**config.mk**
```make
export PLATFORM = sky130hd
export DESIGN_NAME = reg_stack
export DESIGN_NICKNAME = d
export VERILOG_FILES = /design/src/rtl/reg_stack_pkg.sv /design/src/rtl/register_n.sv /design/src/rtl/reg_stack.sv
export SDC_FILE = /design/constraint.sdc
export NUM_CORES = 1
export LEC_CHECK = 0
export BUFFER_PORTS_ARGS = -buffer_cell sky130_fd_sc_hd__buf_2
export CORE_ASPECT_RATIO = 0.75
export CORE_MARGIN = 1
export CORE_UTILIZATION = 45
export CTS_CLUSTER_SIZE = 10
export DETAILED_ROUTE_END_ITERATION = 8
export GPL_TIMING_DRIVEN = 0
export PLACE_DENSITY_LB_ADDON = 0.3
export SLEW_MARGIN = 20
export SYNTH_ARGS = -nofsm -noshare
export SYNTH_HDL_FRONTEND = slang
export SYNTH_SLANG_ARGS = --single-unit
```
**constraint.sdc**
```tcl
create_clock -name clk -period 5.05 [get_ports clk]
set_input_delay 0.7575 -clock clk [delete_from_list [all_inputs] [get_ports clk]]
set_output_delay 0.7575 -clock clk [all_outputs]
set_load 0.02 [all_outputs]
```
**src/rtl/reg_stack_pkg.sv**
```systemverilog
// rtl/reg_stack_pkg.sv - shared defaults and push/pop operation decode for reg_stack
package reg_stack_pkg;

  localparam int DEF_WIDTH = 16;
  localparam int DEF_DEPTH = 8;

  typedef enum logic [1:0] {
    OP_NOP     = 2'b00,
    OP_PUSH    = 2'b01,
    OP_POP     = 2'b10,
    OP_REPLACE = 2'b11
  } op_t;

  function automatic op_t decode_op(input logic push, input logic pop);
    return op_t'({pop, push});
  endfunction

endpackage

```
**src/rtl/register_n.sv**
```systemverilog
// rtl/register_n.sv - WIDTH-bit loadable register with asynchronous clear
module register_n
  import reg_stack_pkg::*;
#(
  parameter int WIDTH = DEF_WIDTH
) (
  input  logic             clk,
  input  logic             reset,
  input  logic             load,
  input  logic [WIDTH-1:0] in,
  output logic [WIDTH-1:0] out
);

  always_ff @(posedge clk or posedge reset) begin
    if (reset) begin
      out <= '0;
    end else if (load) begin
      out <= in;
    end
  end

endmodule

```
**src/rtl/reg_stack.sv**
```systemverilog
// rtl/reg_stack.sv - register-file LIFO stack; REG_STACK_ERR_EN enables sticky overflow/underflow flags
module reg_stack
  import reg_stack_pkg::*;
#(
  parameter int WIDTH = DEF_WIDTH,
  parameter int DEPTH = DEF_DEPTH
) (
  input  logic                       clk,
  input  logic                       reset,
  input  logic [WIDTH-1:0]           in,
  input  logic                       push,
  input  logic                       pop,
  input  logic                       clear,
  output logic [WIDTH-1:0]           out,
  output logic [$clog2(DEPTH+1)-1:0] count,
  output logic                       empty,
  output logic                       full,
  output logic                       overflow,
  output logic                       underflow
);

  localparam int CW = $clog2(DEPTH + 1);
  localparam int AW = $clog2(DEPTH);

  op_t              op;
  logic [CW-1:0]    count_q;
  logic [CW-1:0]    count_nxt;
  logic [CW-1:0]    wr_ptr;
  logic             wr_en;
  logic [DEPTH-1:0] load;
  logic [AW-1:0]    top_idx;
  logic [WIDTH-1:0] ent [DEPTH];

  assign op    = decode_op(push, pop);
  assign empty = (count_q == '0);
  assign full  = (count_q == CW'(DEPTH));
  assign count = count_q;

  // Replace on an empty stack degenerates to a push into entry 0.
  always_comb begin
    count_nxt = count_q;
    wr_en     = 1'b0;
    wr_ptr    = count_q;
    if (clear) begin
      count_nxt = '0;
    end else begin
      case (op)
        OP_PUSH: begin
          if (!full) begin
            wr_en     = 1'b1;
            count_nxt = count_q + CW'(1);
          end
        end
        OP_POP: begin
          if (!empty) count_nxt = count_q - CW'(1);
        end
        OP_REPLACE: begin
          wr_en = 1'b1;
          if (empty) count_nxt = CW'(1);
          else       wr_ptr    = count_q - CW'(1);
        end
        default: ;
      endcase
    end
  end

  always_ff @(posedge clk or posedge reset) begin
    if (reset) count_q <= '0;
    else       count_q <= count_nxt;
  end

  for (genvar i = 0; i < DEPTH; i++) begin : g_ent
    assign load[i] = wr_en && (wr_ptr == CW'(i));
    register_n #(.WIDTH(WIDTH)) u_reg (
      .clk   (clk),
      .reset (reset),
      .load  (load[i]),
      .in    (in),
      .out   (ent[i])
    );
  end

  assign top_idx = AW'(count_q - CW'(1));
  assign out     = empty ? '0 : ent[top_idx];

`ifdef REG_STACK_ERR_EN
  logic ovf_q;
  logic unf_q;
  logic set_ovf;
  logic set_unf;

  assign set_ovf = !clear && (op == OP_PUSH) && full;
  assign set_unf = !clear && (op == OP_POP) && empty;

  always_ff @(posedge clk or posedge reset) begin
    if (reset) begin
      ovf_q <= 1'b0;
      unf_q <= 1'b0;
    end else if (clear) begin
      ovf_q <= 1'b0;
      unf_q <= 1'b0;
    end else begin
      if (set_ovf) ovf_q <= 1'b1;
      if (set_unf) unf_q <= 1'b1;
    end
  end

  assign overflow  = ovf_q;
  assign underflow = unf_q;
`else
  assign overflow  = 1'b0;
  assign underflow = 1'b0;
`endif

endmodule

```
# [Word-level counts from Yosys, hierarchy flattened]
# Cells that the tools add are included.
[op_classes] n_addsub=2 magnitude_cmp=1 eq_ne=13 muxes=14 n_bitwise=1 reduce_logical=12
[ops] operator="binary-select mux 16 bit (select 3 bit)" n=1
[ops] operator="two-way mux 16 bit" n=3
[ops] operator="two-way mux 4 bit" n=6
[ops] operator="== test 4 x 3 -> 1 bit (second input constant)" n=4
[ops] operator="case mux 4 bit (3 select lines)" n=1
[ops] operator="== test 4 x 2 -> 1 bit (second input constant)" n=2
[ops] operator="logical AND 1 bit" n=8
[ops] operator="zero test 4 bit" n=2
[ops] operator="inequality test 3 bit (second input constant)" n=2
[ops] operator="adder 4 x 1 -> 4 bit (second input constant)" n=1
[ops] operator="== test 2 bit (second input constant)" n=2
[ops] operator="== test 4 x 1 -> 1 bit (second input constant)" n=1
[ops] operator="== test 4 bit (second input constant)" n=1
[ops] operator="greater-or-equal comparator 4 bit (second input constant)" n=1
[ops] operator="NOT 3 -> 4 bit" n=1
[ops] operator="nonzero test 4 bit" n=1
[ops] operator="subtractor 4 x 1 -> 4 bit (second input constant)" n=1
[ops] operator="AND reduction 3 bit" n=1
[ops] operator="== test 2 x 1 -> 1 bit (second input constant)" n=1
[ops] operator="two-way mux 1 bit" n=2
[ops] operator="case mux 1 bit (2 select lines)" n=1
[word_totals] ff_bits=132 in_bits=21 out_inout_bits=24

# [Logic depth before layout (Yosys ltp)]
# Gate-level depths: netlist of the first run.
[logic_depth] depth_word=6 depth_mapped=12 mapped_depth_nobuf=7

# [Hierarchy]
# Synthesis of the first run repeated with hierarchy kept, for this count alone.
[hier_totals] hier_cells=425 hier_area_um2=6772.7
[by_module_without_submodules] mod="register_n" n_inst=8 cells_each=35 area_each_um2=653.1 seq_area_each_um2=400.4
[by_module_without_submodules] mod="reg_stack" n_inst=1 cells_each=145 area_each_um2=1547.7 seq_area_each_um2=100.1

# [Least setup slack after synthesis of the first run]
# Ideal clock, no wire load.
[synth_timing] kind="reg-to-output" startpoint="reg count_q[0] (netlist: count[0])" endpoint="out out[0]" arrival_ns=2.474 setup_slack_ns=1.819 path_stages_with_launch=9 path_buffers=3 cell_sequence="dfrtp_1 > inv_1 > ha_1 > buf_2 > buf_1 > buf_1 > mux4_2 > inv_1 > o22ai_1"
[synth_between] elab_chain_len=6 elab_cells_between_ends=7 classes_between="1 x add/sub; 4 x mux; 1 x bitwise; 1 x reduce/logical"
[synth_lines] item="start: declaration" line_no="reg_stack.sv:26" source="logic [CW-1:0] count_q;"
[synth_lines] item="start signal: assignment" line_no="reg_stack.sv:69" source="else count_q <= count_nxt;"
[synth_lines] item="subtractor 4 x 1 -> 4 bit" line_no="reg_stack.sv:83" source="assign top_idx = AW'(count_q - CW'(1));"
[synth_lines] item="NOT 3 -> 4 bit (not written as such)" line_no="reg_stack.sv:84" source="assign out = empty ? '0 : ent[top_idx];"
[synth_lines] item="binary-select mux 16 bit (select 3 bit)" line_no="reg_stack.sv:84"
[synth_lines] item="two-way mux 16 bit (not written as such) (2 in series)" line_no="reg_stack.sv:84"
[synth_lines] item="two-way mux 16 bit *" line_no="reg_stack.sv:84"
[synth_lines] item="end: declaration" line_no="reg_stack.sv:14" source="output logic [WIDTH-1:0] out,"
# Every way passes the cells marked *; elsewhere a longest branch is shown, timed or not. The select of a mux whose other input is x is not followed.

# [Worst setup path in the final report of the first run]
[layout_timing] startpoint="reg count_q[1] (netlist: count[1])" endpoint="out out[7]"
# Same word-level chain as after synthesis.

==> flow_summary.toml, run 1 <==
[outcome]
status = "complete, no violations"

[critical_path]
end_kind = "output port"
path_buf_inv = 6
r2r_cells = 11
worst_r2r_endpoint = "g_ent[5].u_reg.out[0]"
worstReg2RegStart = "count[0]"
worstPathMaxFanout = 10
cp.arrival_ps = 3730
ff2ff_setup_slack_ps = 1960
cp_slowest_cell = "buf_1"
critPathKind = "register to output port"
cpPeakStageDelay_ps = 690
startpoint_type = "register"
worstPathCellList = "inv_1 > ha_1 > buf_2 > buf_1 > buf_1 > mux4_2 > inv_1 > o22ai_1 > buf_2"
critPathTopFamily = "buffers and inverters"
cp.required_ps = 4290

[routing]
vias_per_cell = 5.61
drc = 0
wirelength_mm = 15.0
drtPass1Iterations = 4
vias = 4064
drt_iter0_drc = 270
postRouteAntennaNets = 0
wl_per_cell_um = 20.7

[placement]
gp_congestion = 0.870
port_buffers = 42
dpl.cell_count = 693
dpl.hpwl_mm = 9.92
dp_slack_ps = 1010
dpl_cell_area_sq_um = 7210

[timing]
setup_viol = 0
hold_viol = 0
setup_tns_ps = 0
fin_ws_ps = 566
fmax_mhz = 223
maxSlewHeadroom = 0.306
fin_crit_ps = 4480
drv_slew = 0
fin_skew_ps = 10.7
worst_pin_slew_ps = 1040
rsz0062_at_grt = "no"
period_share = 0.888

[grt]
grt_pass1_vias = 4208
grt_max_degree = 74
grt_pass1_wl_mm = 24.2
antenna_found_initial = 0
overflow = 0
grt_usage = 0.217

[final_layout]
layout_commonest_cell = "dfrtp_1"
fin_area_sq_um = 7730
num_antenna_cells = 0
final_cell_mix = "132 x dfrtp_1, 88 x mux2_2, 46 x buf_2"
final_util = 0.533
drive_gt1_frac = 0.493
final_nets = 535
syn2layout_area_growth_pct = 15.2
fin_cells = 725

[clock_network]
cts_resized = 0
post_cts_buffers = 0
clock_latency_ps = 410
cts_sinks = 132
htree_levels = 4
cts_buffers = 17
cts_buffer_depth = 2
cts_tree = "built"
hold_buffers = 0
clkTransAtPathRegs_ps = 60
root_buffer = "clkbuf_16"

[synthesis]
synth_top_area_frac = 0.492
ys_seq_elements = 132
ys_warn_count = 0
synth_area_leaders = "dfrtp_1 49%, mux2_2 15%, mux4_2 11%, mux2_4 6.7%, inv_1 2.2%"
synth.avg_cell_area_sq_um = 14.9
ys_seq_area_frac = 0.492
synth_cell_types = 51
synth-main-ff-cell = "dfrtp_1"
synth_top_area_cell = "dfrtp_1"
synth-edff-count = 0
async_reset_ff_frac = 1.00
netlist_instances = 449
netlist_area_sq_um = 6710

[floorplanning]
dieArea_sq_um = 15400
die_h_um = 108
io_pins = 45
core_sq_um = 14500
initial_utilization = 0.463
chipWidth_um = 143
num_rows = 38

[pwr]
max-vdd-ir-drop_v = 0.000299
p_leak_uw = 0.00347
powerDensity_nw_per_um2 = 501

[min_path]
hp-class = "input pin to async pin"

[run]
cap_violations = 0
metal layers:
layer,vias to the layer above,global-route usage,wire length [um]
met5,-,0,0
met4,0,0.0676,111
met3,9,0.0525,680
met2,98,0.318,6800
met1,2164,0.315,7400
li1,1793,-,-
through the flow:
stage / power, uW / hold slack [ps]
final: 3870 / 407
after global routing: 4080 / 446
after CTS: 3900 / 423
after detailed placement: 2800 / 475
after global placement: 2730 / 462
after floorplan: 2480 / 452
registers in the layout (all words and copies together) (netlist names):
register / cells
g_ent.u_reg.out: 128
count: 4
how the worst max path moves through the flow:
stage | start | endpoint | slack (ps) | cells after the start
floorplan | reset | count[0] | 770 | 1
global placement | reset | count[3] | -530 | 2
detailed placement | count[1] | out[14] | 1010 | 9
CTS | count[1] | out[14] | 540 | 9
global route | count[0] | out[7] | 380 | 9
finish | count[1] | out[7] | 570 | 9
kinds of logic after synthesis:
| group | count (synthesis) | share of synthesized area |
|---|---|---|
| multiplexers | 160 | 0.339 |
| AO/OA/AOI/OAI | 48 | 0.0688 |
| buffers and inverters | 69 | 0.0602 |
| adder cells (fa/ha/maj) | 2 | 0.00373 |
| flip-flops | 132 | 0.492 |
| XOR/XNOR | 1 | 0.00131 |
| other | 1 | 0.000559 |
| AND/OR/NAND/NOR | 36 | 0.0343 |
final cells by class:
| class | instances | area, sq um |
|---|---|---|
| fillers | 1213 | 6770 |
| clock inverters | 14 | 90.1 |
| multi-input cells | 249 | 3010 |
| well taps | 200 | 250 |
| clock buffers | 18 | 429 |
| flip-flops and latches | 132 | 3300 |
| plain buffers | 29 | 249 |
| inverters | 40 | 163 |
| repair buffers | 43 | 238 |
where the power goes:
group | internal, uW | total [uW] | switching (uW) | leakage (uW)
Clock | 622 | 1090 | 468 | 0.000259
Combinational | 652 | 1190 | 542 | 0.00151
Sequential | 1410 | 1590 | 182 | 0.00170
Total | 2680 | 3870 | 1190 | 0.00347
cells in the mapped netlist (2+ instances only):
cell,number
a2111oi_0,2
a21o_1,3
a21oi_1,5
a21oi_4,2
a32oi_4,4
buf_1,4
buf_12,3
buf_2,4
buf_4,3
buf_6,10
clkbuf_1,5
dfrtp_1,132
ha_1,2
inv_1,39
mux2_1,10
mux2_2,88
mux2_4,30
mux4_2,32
nand2_1,4
nand2b_1,2
nand3_1,3
nand3b_1,5
nand4_1,3
nor2_1,4
nor2b_1,3
nor3_1,2
o2111ai_2,4
o21ai_0,2
o221ai_1,2
o22ai_1,16
Note: power is estimated with default switching activity, not from simulation.
==> inputs of run 2 (changes only) <==
--- a/config.mk
+++ b/config.mk
@@ -7,12 +7,14 @@
 export LEC_CHECK = 0
 export BUFFER_PORTS_ARGS = -buffer_cell sky130_fd_sc_hd__buf_2
 export CORE_ASPECT_RATIO = 0.75
-export CORE_MARGIN = 1
+export CORE_MARGIN = 2
 export CORE_UTILIZATION = 45
 export CTS_CLUSTER_SIZE = 10
 export DETAILED_ROUTE_END_ITERATION = 8
 export GPL_TIMING_DRIVEN = 0
+export MAX_ROUTING_LAYER = met4
 export PLACE_DENSITY_LB_ADDON = 0.3
+export SKIP_LAST_GASP = 1
 export SLEW_MARGIN = 20
 export SYNTH_ARGS = -nofsm -noshare
 export SYNTH_HDL_FRONTEND = slang
==> run 2 against run 1 <==
Final area increased by 2.1%. Wire length increased by 3.2%. Non-clock buffer count unchanged. First-iteration DRC count increased by 7.4%. Critical path type unchanged. Power increased by 8.2%.
==> flow_summary.toml, run 2 (synthesis gave the netlist of run 1 again) <==
[outcome]
status = "complete, no violations"

[critical_path]
critPathTopFamily = "buffers and inverters"
cpPeakStageDelay_ps = 710
startpoint_type = "register"
end_kind = "output port"
path_buf_inv = 6
cp.required_ps = 4290
cp.arrival_ps = 3850
cp_slowest_cell = "buf_1"
worstPathCellList = "inv_1 > ha_1 > buf_2 > buf_1 > buf_1 > mux4_2 > inv_1 > o22ai_1 > buf_2"
critPathKind = "register to output port"
worstPathMaxFanout = 10

[routing]
drc = 0
drt_iter0_drc = 290
drtPass1Iterations = 5
postRouteAntennaNets = 0
vias_per_cell = 5.67
vias = 4113
wirelength_mm = 15.5
wl_per_cell_um = 21.4

[grt]
grt_pass1_vias = 4274
grt_usage = 0.216
overflow = 0
grt_pass1_wl_mm = 24.8
antenna_found_initial = 0
grt_max_degree = 85

[final_layout]
layout_commonest_cell = "dfrtp_1"
final_nets = 535
fin_cells = 725
regMostFlops = "g_ent.u_reg.out"
num_antenna_cells = 0
drive_gt1_frac = 0.495
regArea_sq_um = 3300
multiInputGateArea_sq_um = 3010
syn2layout_area_growth_pct = 17.5
final_cell_mix = "132 x dfrtp_1, 88 x mux2_2, 46 x buf_2"
largest_register_ffs = 128
fillers = 1173

[placement]
gp_congestion = 0.829
dp_slack_ps = 994
dpl.cell_count = 693
dpl.hpwl_mm = 9.96
port_buffers = 42

[floorplanning]
chipWidth_um = 145
num_rows = 38
io_pins = 45
dieArea_sq_um = 15900
die_h_um = 110
core_sq_um = 14500
initial_utilization = 0.463

[timing]
rsz0062_at_grt = "no"
fin_skew_ps = 5.36
maxSlewHeadroom = 0.368
period_share = 0.912
fmax_mhz = 217
hold_viol = 0
worst_pin_slew_ps = 945
drv_slew = 0
setup_viol = 0
fin_crit_ps = 4610
setup_tns_ps = 0
fin_ws_ps = 443

[pwr]
p_leak_uw = 0.00354
pwr-share-comb = 0.287
intPower_uw = 2990
swShare = 0.287
powerDensity_nw_per_um2 = 531
power_switching_uw = 1200
max-vdd-ir-drop_v = 0.000321
share_seq_of_total_power = 0.379
p_clk_frac = 0.335

[clock_network]
cts_tree = "built"
hold_buffers = 0
cts_buffer_depth = 2
cts_buffers = 17
cts_resized = 0
clock_latency_ps = 420
htree_levels = 4
clkTransAtPathRegs_ps = 60
cts_sinks = 132
root_buffer = "clkbuf_16"
post_cts_buffers = 0

[run]
cap_violations = 0

[min_path]
hp-class = "input pin to async pin"
-- run 2: worst reg2reg max path, stage by stage, from the launching register on --
cell	delay, ps
dfrtp_1	450
inv_1	180
ha_1	190
buf_6	140
or3b_1	360
buf_6	150
clkinv_4	50
buf_12	120
o2111ai_2	160
a21oi_2	520
buf_6	280
mux2_2	370
-- run 2: through the flow --
stage | total power, uW | area, sq um | utilization | hold slack (ps)
floorplan | 2480 | 6720 | - | 452
global placement | 2740 | 7180 | 0.495 | 462
detailed placement | 2800 | 7210 | 0.497 | 474
CTS | 4220 | 7890 | 0.544 | 336
global route | 4400 | 7890 | 0.544 | 355
finish | 4190 | 7890 | 0.544 | 332
-- run 2: cell type report --
type,instances,share of cell area
Buffer,29,0.0316
Clock buffer,21,0.0609
Clock inverter,11,0.0251
Inverter,40,0.0206
Multi-Input combinational cell,249,0.381
Sequential cell,132,0.419
Tap cell,200,0.0317
Timing Repair Buffer,43,0.0301
-- run 2: layer usage --
| layer | wire length (um) | GRT usage | part of all wire | vias up |
|---|---|---|---|---|
| met2 | 7030 | 0.324 | 0.45 | 145 |
| met4 | 232 | 0.0665 | 0.015 | 0 |
| li1 | - | - | - | 1792 |
| met5 | 0 | - | 0 | - |
| met3 | 1030 | 0.0564 | 0.067 | 25 |
| met1 | 7190 | 0.291 | 0.46 | 2151 |
-- run 2: final timing paths --
check / from / to / slack (ps) / cells past startpoint
max in group asynchronous: reset / g_ent[7].u_reg.out[15] / 4010 / 3
worst max register to register: count[0] / g_ent[5].u_reg.out[8] / 1970 / 11
worst max-delay path: count[0] / out[7] / 440 / 9
worst min-delay path: reset / g_ent[1].u_reg.out[5] / 330 / 2
worst min register to register: g_ent[1].u_reg.out[1] / g_ent[1].u_reg.out[1] / 490 / 1
min in group clk: g_ent[1].u_reg.out[1] / g_ent[1].u_reg.out[1] / 490 / 1
-- run 2: power by group through the flow --
stage | Clock, uW | Sequential, uW | Combinational [uW]
2_1_floorplan | 0 | 1540 | 937
3_3_place_gp | 0 | 1570 | 1170
3_5_place_dp | 0 | 1600 | 1210
4_1_cts | 1420 | 1580 | 1210
5_1_grt | 1480 | 1630 | 1290
6_report | 1400 | 1590 | 1200
==> inputs of run 3 (changes only) <==
--- a/config.mk
+++ b/config.mk
@@ -5,6 +5,7 @@
 export SDC_FILE = /design/constraint.sdc
 export NUM_CORES = 1
 export LEC_CHECK = 0
+export ABC_AREA = 1
 export BUFFER_PORTS_ARGS = -buffer_cell sky130_fd_sc_hd__buf_2
 export CORE_ASPECT_RATIO = 0.75
 export CORE_MARGIN = 2
==> run 3 against run 2 <==
Setup slack got worse by 160 ps. Sequential share of layout area increased by 0.40 points. Largest power group is now combinational cells. Critical path type unchanged. Critical endpoint is now out[5]. Die area increased by 1.6%. Final cell count increased by 59%. Synthesized cell count increased by 99%. Power increased by 18%. Via count increased by 59%. Register-to-register slack got worse by 370 ps.
==> flow_summary.toml, run 3 <==
[outcome]
status = "complete, no violations"

[synthesis]
synth_xor_area_frac = 0.00385
netlist_area_sq_um = 6820
synth_cell_types = 26
synth_fa_ha_area_frac = 0.00367
synth_top_area_frac = 0.484
synth.avg_cell_area_sq_um = 7.62
synthTopCellsByCount = "314 x nand2_1, 132 x dfrtp_1, 111 x o21ai_0, 88 x nand3_1, 71 x nor2_1"
ys_seq_elements = 132
synth_top_area_cell = "dfrtp_1"
synth-main-ff-cell = "dfrtp_1"
synth_area_leaders = "dfrtp_1 48%, nand2_1 17%, o21ai_0 8.1%, nand3_1 6.5%, nor2_1 3.9%"
async_reset_ff_frac = 1.00
synth_top_family_by_area = "simple AND/OR/NAND/NOR gates"
synth-edff-count = 0
synth_compound_area_frac = 0.129
ys_seq_area_frac = 0.484
ys_warn_count = 0
synthMuxAreaShare = 0
synth-simple-area-share = 0.317
synth.most_common_cell = "nand2_1"
netlist_instances = 895

[placement]
port_buffers = 26
dpl.hpwl_mm = 15.2
dpl.cell_count = 1123
gp_congestion = 0.935
dp_slack_ps = 677
dpl_cell_area_sq_um = 7240

[pwr]
max-vdd-ir-drop_v = 0.000295
p_leak_uw = 0.00404
powerDensity_nw_per_um2 = 631

[critical_path]
end_kind = "output port"
critPathKind = "register to output port"
cp.arrival_ps = 4010
worstPathMaxFanout = 10
cpPeakStageDelay_ps = 560
startpoint_type = "register"
worstPathCellList = "buf_2 > inv_2 > clkbuf_1 > clkbuf_2 > ha_1 > inv_1 > clkbuf_1 > o21ai_0 > o22ai_1 > nand3_1 > nand2_1 > buf_2"
cp_slowest_cell = "clkbuf_1"
cp.required_ps = 4290

[clock_network]
cts_tree = "built"
clock_latency_ps = 420
cts_sinks = 132
htree_levels = 4
root_buffer = "clkbuf_16"
clkTransAtPathRegs_ps = 60
cts_buffers = 17
cts_buffer_depth = 2
post_cts_buffers = 0

[final_layout]
num_antenna_cells = 0
fillers = 1457
regMostFlops = "g_ent.u_reg.out"
syn2layout_area_growth_pct = 14.5
drive_gt1_frac = 0.142
layout_commonest_cell = "nand2_1"
final_cell_mix = "314 x nand2_1, 132 x dfrtp_1, 111 x o21ai_0"
final_nets = 965
fin_area_sq_um = 7810
largest_register_ffs = 128
fin_cells = 1154

[floorplanning]
initial_utilization = 0.466
dieArea_sq_um = 16200
chipWidth_um = 146
core_sq_um = 14600
die_h_um = 111
io_pins = 45
num_rows = 38

[routing]
vias = 6529
vias_per_cell = 5.66
drtPass1Iterations = 6
postRouteAntennaNets = 0
drt_iter0_drc = 894
drc = 0
wirelength_mm = 22.0
wl_per_cell_um = 19.1

[grt]
grt_max_degree = 89
antenna_found_initial = 0
grt_pass1_wl_mm = 35.0
grt_usage = 0.289
overflow = 0
grt_pass1_vias = 6015

[timing]
fin_skew_ps = 9.25
worst_pin_slew_ps = 717
period_share = 0.943
hold_viol = 0
rsz0062_at_grt = "no"
fin_ws_ps = 285
fmax_mhz = 210
maxSlewHeadroom = 0.522
fin_crit_ps = 4760
hold_slack_ps = 327
setup_viol = 0
drv_slew = 0

[run]
cap_violations = 0

[min_path]
hp-class = "input pin to async pin"
[run 3: path summary, 6_finish.rpt]
check,start,to,slack [ps],cells past startpoint
max,count[0],out[5],290,12
min,reset,g_ent[2].u_reg.out[12],330,2
max reg2reg,count[0],g_ent[2].u_reg.out[8],1600,12
min reg2reg,g_ent[5].u_reg.out[0],g_ent[5].u_reg.out[0],460,2
max in group asynchronous,reset,g_ent[5].u_reg.out[14],3960,3
min in group clk,g_ent[5].u_reg.out[0],g_ent[5].u_reg.out[0],460,2
[run 3: logic make-up (layout without fill, tap and decap cells)]
kind of cell / after synthesis / in the layout
buffers and inverters: 91 / 149
AO/OA/AOI/OAI: 167 / 167
flip-flops: 132 / 132
XOR/XNOR: 3 / 3
adder cells (fa/ha/maj): 2 / 2
AND/OR/NAND/NOR: 499 / 499
other: 1 / 2
[run 3: critical path: cells and delay by family, from the launching register on]
family          cells  cell delay, ps
fa+ha+maj           1             430
compound gates      2             470
flops               1             400
buf+inv             7            2060
simple gates        2             210
[run 3: layout make-up]
cell class / instances / area (sq um) / share of cell area
flip-flops and latches: 132 / 3300 / 0.423
multi-input cells: 673 / 3110 / 0.397
clock inverters: 9 / 105 / 0.0135
well taps: 200 / 250 / 0.0320
repair buffers: 27 / 158 / 0.0202
plain buffers: 75 / 360 / 0.0461
inverters: 16 / 67.6 / 0.00865
clock buffers: 22 / 464 / 0.0594
[run 3: per-stage QoR]
| step | setup TNS (ps) | total power [uW] | utilization |
|---|---|---|---|
| 3_3_place_gp | -110030 | 3630 | 0.492 |
| 2_1_floorplan | 0 | 3010 | - |
| 5_1_grt | 0 | 5240 | 0.534 |
| 6_report | 0 | 4930 | 0.534 |
| 3_5_place_dp | 0 | 3670 | 0.495 |
| 4_1_cts | 0 | 4880 | 0.533 |
[run 3: layer usage]
layer  share of wire  global-route usage  vias to the layer above  wire (um)
met5               0                   -                        -          0
met4           0.029               0.100                        0        631
met3           0.096              0.0682                       52       2110
met2            0.42               0.394                      321       9250
met1            0.46               0.419                     3137      10100
li1                -                   -                     3019          -
[run 3: timing repair]
item,CTS,global route
resized for setup,0,2
hold buffers,0,0
endpoints found under the setup margin,0,11
[run 3: power breakdown]
group / leakage [uW] / switching, uW / internal [uW]
clock network: 0.000280 / 457 / 747
logic: 0.00205 / 1370 / 593
registers: 0.00171 / 253 / 1510
